File: src/rtl/mem_port_arbiter_pkg.sv
// Shared types and constants for the IF/DM memory port arbiter and its load/store aligner.
package mem_port_arbiter_pkg;

    typedef enum logic [1:0] {
        ARB_IDLE,
        ARB_ISSUE,
        ARB_WAIT,
        ARB_ERR
    } arb_state_t;

    typedef enum logic {
        OWNER_IF,
        OWNER_DM
    } arb_owner_t;

    typedef logic [3:0] mem_be_t;

    typedef enum logic [2:0] {
        LD_LB  = 3'd0,
        LD_LH  = 3'd1,
        LD_LW  = 3'd2,
        LD_LBU = 3'd4,
        LD_LHU = 3'd5
    } i_load_funct3_t;

    typedef enum logic [2:0] {
        ST_SB = 3'd0,
        ST_SH = 3'd1,
        ST_SW = 3'd2
    } s_store_funct3_t;

    localparam mem_be_t BE_ALL = 4'b1111;

    function automatic logic funct3_legal(input logic we, input logic [2:0] funct3);
        if (we) begin
            return funct3 inside {ST_SB, ST_SH, ST_SW};
        end
        return funct3 inside {LD_LB, LD_LH, LD_LW, LD_LBU, LD_LHU};
    endfunction

endpackage

File: src/rtl/mem_port_arbiter_lsu_align.sv
// Combinational load/store lane logic: store byte enables and replicated data,
// access-fault detection, and load byte/half extraction with sign/zero extension.
module lsu_align
    import mem_port_arbiter_pkg::*;
#(
    parameter int XLEN = 32
) (
    input  logic            we,
    input  logic [1:0]      offset,
    input  logic [2:0]      funct3,
    input  logic [XLEN-1:0] wdata,
    output mem_be_t         st_be,
    output logic [XLEN-1:0] st_wdata,
    output logic            err,
    input  logic [1:0]      ld_offset,
    input  logic [2:0]      ld_funct3,
    input  logic [XLEN-1:0] rdata,
    output logic [XLEN-1:0] ld_data
);

    logic        misaligned;
    logic [15:0] lane;

    assign misaligned = ((funct3[1:0] == 2'd1) && offset[0])
                     || ((funct3[1:0] == 2'd2) && (offset != 2'd0));
    assign err = !funct3_legal(we, funct3) || misaligned;

    always_comb begin
        // NOTE: defaults first, so every path assigns every output and no latch is inferred.
        st_be    = BE_ALL;
        st_wdata = '0;
        if (we) begin
            case (funct3)
                ST_SB: begin
                    st_be    = mem_be_t'(4'b0001 << offset);
                    st_wdata = {(XLEN/8){wdata[7:0]}};
                end
                ST_SH: begin
                    st_be    = mem_be_t'(4'b0011 << offset);
                    st_wdata = {(XLEN/16){wdata[15:0]}};
                end
                ST_SW:   st_wdata = wdata;
                default: st_be    = '0;
            endcase
        end
    end

    always_comb begin
        lane    = 16'(rdata >> {ld_offset, 3'b000});
        ld_data = rdata;
        case (ld_funct3)
            LD_LB:   ld_data = {{(XLEN-8){lane[7]}}, lane[7:0]};
            LD_LH:   ld_data = {{(XLEN-16){lane[15]}}, lane};
            LD_LBU:  ld_data = {{(XLEN-8){1'b0}}, lane[7:0]};
            LD_LHU:  ld_data = {{(XLEN-16){1'b0}}, lane};
            default: ld_data = rdata;
        endcase
    end

endmodule

File: src/rtl/mem_port_arbiter.sv
// Single-outstanding memory port shared by instruction fetch and the MEM stage,
// with DM priority, bounded IF starvation and load/store formatting.
module mem_port_arbiter
    import mem_port_arbiter_pkg::*;
#(
    parameter int XLEN         = 32,
    parameter int ADDR_WIDTH   = 32,
    parameter int STARVE_LIMIT = 4
) (
    input  logic                  clk,
    input  logic                  rst,
    input  logic                  if_req_i,
    input  logic [ADDR_WIDTH-1:0] if_addr_i,
    output logic                  if_gnt_o,
    output logic                  if_rvalid_o,
    output logic [XLEN-1:0]       if_rdata_o,
    input  logic                  dm_req_i,
    input  logic                  dm_we_i,
    input  logic [ADDR_WIDTH-1:0] dm_addr_i,
    input  logic [2:0]            dm_funct3_i,
    input  logic [XLEN-1:0]       dm_wdata_i,
    output logic                  dm_gnt_o,
    output logic                  dm_rvalid_o,
    output logic [XLEN-1:0]       dm_rdata_o,
    output logic                  dm_err_o,
    output logic                  mem_req_o,
    output logic                  mem_we_o,
    output logic [ADDR_WIDTH-1:0] mem_addr_o,
    output mem_be_t               mem_be_o,
    output logic [XLEN-1:0]       mem_wdata_o,
    input  logic                  mem_ready_i,
    input  logic                  mem_rvalid_i,
    input  logic [XLEN-1:0]       mem_rdata_i
);

    localparam logic [7:0]            STARVE_MAX = 8'(STARVE_LIMIT);
    localparam logic [ADDR_WIDTH-1:0] WORD_MASK  = {{(ADDR_WIDTH-2){1'b1}}, 2'b00};

    arb_state_t            state, state_next;
    arb_owner_t            owner;
    logic [ADDR_WIDTH-1:0] addr_q;
    logic                  we_q;
    mem_be_t               be_q;
    logic [XLEN-1:0]       wdata_q;
    logic [2:0]            funct3_q;
    logic [1:0]            offset_q;
    logic [7:0]            starve_cnt;
    logic                  rsp_if, rsp_dm;
    logic [XLEN-1:0]       rsp_data;

    mem_be_t               st_be;
    logic [XLEN-1:0]       st_wdata;
    logic                  dm_fault;
    logic [XLEN-1:0]       ld_data;
    logic                  any_req, if_wins;

    lsu_align #(.XLEN(XLEN)) u_lsu_align (
        .we        (dm_we_i),
        .offset    (dm_addr_i[1:0]),
        .funct3    (dm_funct3_i),
        .wdata     (dm_wdata_i),
        .st_be     (st_be),
        .st_wdata  (st_wdata),
        .err       (dm_fault),
        .ld_offset (offset_q),
        .ld_funct3 (funct3_q),
        .rdata     (mem_rdata_i),
        .ld_data   (ld_data)
    );

    assign any_req = if_req_i || dm_req_i;
    assign if_wins = if_req_i && (!dm_req_i || (starve_cnt == STARVE_MAX));

    always_ff @(posedge clk or posedge rst) begin
        if (rst) begin
            state <= ARB_IDLE;
        end else begin
            // NOTE: non-blocking, so every register in the design samples pre-edge values.
            state <= state_next;
        end
    end

    always_comb begin
        state_next = state;
        case (state)
            ARB_IDLE:  if (any_req) state_next = (!if_wins && dm_fault) ? ARB_ERR : ARB_ISSUE;
            ARB_ISSUE: if (mem_ready_i) state_next = ARB_WAIT;
            ARB_WAIT:  if (mem_rvalid_i) state_next = ARB_IDLE;
            ARB_ERR:   state_next = ARB_IDLE;
            default:   state_next = ARB_IDLE;
        endcase
    end

    always_comb begin
        if_gnt_o    = 1'b0;
        dm_gnt_o    = 1'b0;
        dm_err_o    = 1'b0;
        mem_req_o   = 1'b0;
        case (state)
            ARB_ISSUE: begin
                mem_req_o = 1'b1;
                if_gnt_o  = mem_ready_i && (owner == OWNER_IF);
                dm_gnt_o  = mem_ready_i && (owner == OWNER_DM);
            end
            ARB_ERR: begin
                dm_gnt_o = 1'b1;
                dm_err_o = 1'b1;
            end
            default: ;
        endcase
        if_rvalid_o = rsp_if;
        dm_rvalid_o = rsp_dm || (state == ARB_ERR);
        if_rdata_o  = rsp_if ? rsp_data : '0;
        dm_rdata_o  = rsp_dm ? rsp_data : '0;
    end

    assign mem_we_o    = we_q;
    assign mem_addr_o  = addr_q;
    assign mem_be_o    = be_q;
    assign mem_wdata_o = wdata_q;

    // Request fields are frozen at arbitration; later requester changes are not seen.
    always_ff @(posedge clk or posedge rst) begin
        if (rst) begin
            owner      <= OWNER_IF;
            addr_q     <= '0;
            we_q       <= 1'b0;
            be_q       <= '0;
            wdata_q    <= '0;
            funct3_q   <= '0;
            offset_q   <= '0;
            starve_cnt <= '0;
            rsp_if     <= 1'b0;
            rsp_dm     <= 1'b0;
            rsp_data   <= '0;
        end else begin
            rsp_if <= 1'b0;
            rsp_dm <= 1'b0;
            if (state == ARB_IDLE) begin
                if (!if_req_i || if_wins) begin
                    starve_cnt <= '0;
                end else if (starve_cnt != 8'hFF) begin
                    starve_cnt <= starve_cnt + 8'd1;
                end
                if (any_req && if_wins) begin
                    owner    <= OWNER_IF;
                    addr_q   <= if_addr_i & WORD_MASK;
                    we_q     <= 1'b0;
                    be_q     <= BE_ALL;
                    wdata_q  <= '0;
                    funct3_q <= LD_LW;
                    offset_q <= 2'd0;
                end else if (any_req) begin
                    owner    <= OWNER_DM;
                    addr_q   <= dm_addr_i & WORD_MASK;
                    we_q     <= dm_we_i;
                    be_q     <= st_be;
                    wdata_q  <= st_wdata;
                    funct3_q <= dm_funct3_i;
                    offset_q <= dm_addr_i[1:0];
                end
            end
            if ((state == ARB_WAIT) && mem_rvalid_i) begin
                rsp_if   <= (owner == OWNER_IF);
                rsp_dm   <= (owner == OWNER_DM);
                rsp_data <= (owner == OWNER_IF) ? mem_rdata_i : (we_q ? '0 : ld_data);
            end
        end
    end

endmodule

File: config.mk
export PLATFORM = sky130hd
export DESIGN_NAME = mem_port_arbiter
export DESIGN_NICKNAME = d
export VERILOG_FILES = /design/src/rtl/mem_port_arbiter_pkg.sv /design/src/rtl/mem_port_arbiter_lsu_align.sv /design/src/rtl/mem_port_arbiter.sv
export SDC_FILE = /design/constraint.sdc
export NUM_CORES = 1
export LEC_CHECK = 0
export ABC_AREA = 1
export BUFFER_PORTS_ARGS = -buffer_cell sky130_fd_sc_hd__buf_2
export CAP_MARGIN = 20
export CELL_PAD_IN_SITES_DETAIL_PLACEMENT = 1
export CELL_PAD_IN_SITES_GLOBAL_PLACEMENT = 2
export CORE_MARGIN = 1
export CORE_UTILIZATION = 25
export CTS_CLUSTER_DIAMETER = 80
export DETAILED_ROUTE_END_ITERATION = 10
export PLACE_DENSITY = 0.81
export SYNTH_ARGS = -nofsm -noshare
export SYNTH_HDL_FRONTEND = slang
export SYNTH_SLANG_ARGS = --single-unit
export TNS_END_PERCENT = 100
File: constraint.sdc
create_clock -name clk -period 5.3 [get_ports clk]
set_input_delay 1.59 -clock clk [delete_from_list [all_inputs] [get_ports clk]]
set_output_delay 1.59 -clock clk [all_outputs]
set_load 0.03 [all_outputs]
==> flow_summary.ini <==
[status]
status = complete, no violations

[sta]
period_share_pct = 70.6
tns_ps = 0
fmax_mhz = 267
finalCriticalPeriod_ps = 3740
maxSlewViolCount = 0
relSlewSlack_pct = 32.0
finalSetupViolCount = 0
tightest_slew_ps = 1020
rsz0062_at_grt = no
clock_skew_ps = 12.6
hold_viol_final = 0

[cts]
cts_made_buffers = 17
clock_path_buffers = 2
hold_buffers = 0
cts_resized = 0
path_clk_slew_ps = 70
cts_root_buf = clkbuf_16
cts_sinks = 117
cts_setup_buffers = 0
cts_htree_levels = 4
clock_latency_ps = 420
tritoncts = built

[routing]
via_per_inst = 4.55
initialDrtViolationCount = 340
vias = 8178
antenna_left = 0
wl_per_cell_um = 15.5
drt_pre_antenna_iters = 4
drt-total-wl_um = 27900
drc = 0

[cells_and_area]
synthToLayoutAreaGrowth_pct = 31.7
drive_above_1_share_pct = 23.7
fin_nets = 1538
fillCellCount = 3758

[synthesis]
ys_ff_latch = 117
ys_seq_area_share_pct = 39.9
synth_area_um2 = 7340
synth_cell_type_count = 33
syn_inst = 1155
yosysWarnings = 0
synth_area_per_cell_um2 = 6.35

[setup_path]
critPathKind = primary input to output pin
end_kind = output pin
crit_start = mem_ready_i
path_common_cell = buf_2
cp_slowest_cell = buf_2
start_kind = primary input
regToRegStartpoint = state[1]
path_cells = buf_2 -> inv_1 -> o31ai_1 -> buf_2
crit_arrival_ps = 2150
critPathMaxStageDelay_ps = 240
worstPathRequired_ps = 3710
worstPathMaxFanout = 3
regToRegSetupSlack_ps = 2600

[placement]
gp_congestion = 0.845
portBuffers = 272
dp_hpwl_um = 20000

[floorplan]
rows = 62
dieArea_um2 = 30000
die_x_um = 173
core_um2 = 28800
ios = 277
initial_core_util_pct = 25.5
fp.dieH_um = 173

[power_and_ir_drop]
max-vdd-ir-drop_v = 0.000192
cellLeakagePower_nw = 5.97
total_power_mw = 4.81
power_density_nw_per_um2 = 497

[global_routing]
grt_pass1_vias = 8108
grt_pass1_wl_um = 44800
grt_usage_pct = 18.6
overflow = 0
grt_max_degree = 73
antenna_found_initial = 4

[job]
maxCapViolations = 0

[hold_path]
hp-start = mem_addr_o[19]
hp-class = flip-flop to flip-flop
## cells in the final DEF, fill, tap and decap left out, types with 2 or more instances in the layout
cell type and count:
nand2_1 478, buf_2 272, inv_1 170, o21ai_0 127, dfrtp_1 117, nand3_1 79, nor2_1 39, a21oi_1 36
clkbuf_16 17, buf_4 9, o21ai_1 7, inv_6 6, nand4_1 5, inv_2 5, nand2_2 4, o211ai_1 3
inv_8 3, buf_16 3, diode_2 2, a31oi_1 2, o22ai_1 2, nor3_1 2, nor2_2 2, ha_1 2
conb_1 2, clkinvlp_4 2, bufinv_16 2
## state kept, by name, indices dropped and copies added, names as in the netlist, 2 cells and up
name and count:
starve_cnt 8, rsp_data 32, offset_q 2, mem_wdata_o 32, state 2, funct3_q 3, mem_be_o 4, mem_addr_o 30
## cell usage after synthesis
library cell / count / area share [%]
nand2_1: 478 / 24
inv_1: 171 / 8.7
o21ai_0: 127 / 8.7
dfrtp_1: 117 / 40
nand3_1: 79 / 5.4
nor2_1: 39 / 2.0
a21oi_1: 36 / 2.5
clkbuf_1: 30 / 1.5
buf_2: 21 / 1.4
o21ai_1: 7 / 0.48
buf_4: 6 / 0.61
inv_2: 5 / 0.26
nand4_1: 5 / 0.43
buf_6: 4 / 0.61
nand2_2: 4 / 0.34
nor2_2: 3 / 0.26
o211ai_1: 3 / 0.31
a31oi_1: 2 / 0.17
ha_1: 2 / 0.34
nor3_1: 2 / 0.14
o22ai_1: 2 / 0.17
a211oi_1: 1 / 0.10
and3_1: 1 / 0.085
buf_1: 1 / 0.051
clkinv_1: 1 / 0.051
conb_1: 1 / 0.051
nand2_4: 1 / 0.15
nand3_2: 1 / 0.14
nand3_4: 1 / 0.24
o2111ai_1: 1 / 0.12
o21ai_2: 1 / 0.12
o31ai_1: 1 / 0.10
or2_2: 1 / 0.085
## per-stage QoR
stage               setup slack, ps  cell area [um^2]  hold WS [ps]  utilization [%]  instances
CTS                            1550              9630           482             33.5       1794
finish                         1560              9660           476             33.6       1797
global route                   1480              9660           504             33.6       1795
detailed placement             1560              9020           460             31.3       1762
global placement               1550              8960           456             31.1       1760
floorplan                       609              7340           476                -       1156
## area by class of cell
type | count | area (um^2) | share of cell area, %
timing repair buffer | 285 | 1530 | 15.8
antenna | 2 | 5.00 | 0.0518
tap | 384 | 480 | 4.97
sequential | 117 | 2930 | 30.3
clock inverter | 15 | 186 | 1.93
multi-input combinational | 800 | 3440 | 35.6
clock buffer | 17 | 425 | 4.40
inverter | 177 | 667 | 6.90
## final timing paths
kind	cells after the start	to
worst max-delay path	4	dm_gnt_o
worst min-delay path	2	mem_addr_o[19]
worst max register to register	7	mem_wdata_o[8]
worst min register to register	2	mem_addr_o[19]
max in group asynchronous	4	mem_wdata_o[1]
min in group asynchronous	2	mem_addr_o[16]
## logic make-up (layout without fill, tap and decap cells)
kind of cell / count (synthesis) / in the layout / synth area share [%]
DFF: 117 / 117 / 39.9
AOI/OAI and AO/OA: 181 / 181 / 12.7
buffers and inverters: 239 / 494 / 13.3
and+or+nand+nor: 615 / 615 / 33.7
other: 1 / 4 / 0.0511
adders and majority gates: 2 / 2 / 0.341
## worst max-delay path: cells and delay by family
family                 cells  cell delay [ps]
buffers and inverters      3              380
AO/OA/AOI/OAI              1              180
## layer usage
layer / vias to the layer above / share of wire (%) / global-route usage, % / wire (um)
met2: 229 / 46 / 29.9 / 12900
met5: - / 0.047 / 0 / 13
met1: 3884 / 46 / 24.7 / 12800
met3: 32 / 6.3 / 5.04 / 1750
met4: 2 / 1.6 / 4.87 / 434
li1: 4031 / - / - / -
## where the power goes
group | switching (mW) | total [mW] | internal [mW]
Combinational | 1.49 | 2.08 | 0.584
Clock | 0.512 | 1.23 | 0.716
Sequential | 0.289 | 1.50 | 1.21
No activity file was read; power rests on OpenSTA's default activity.
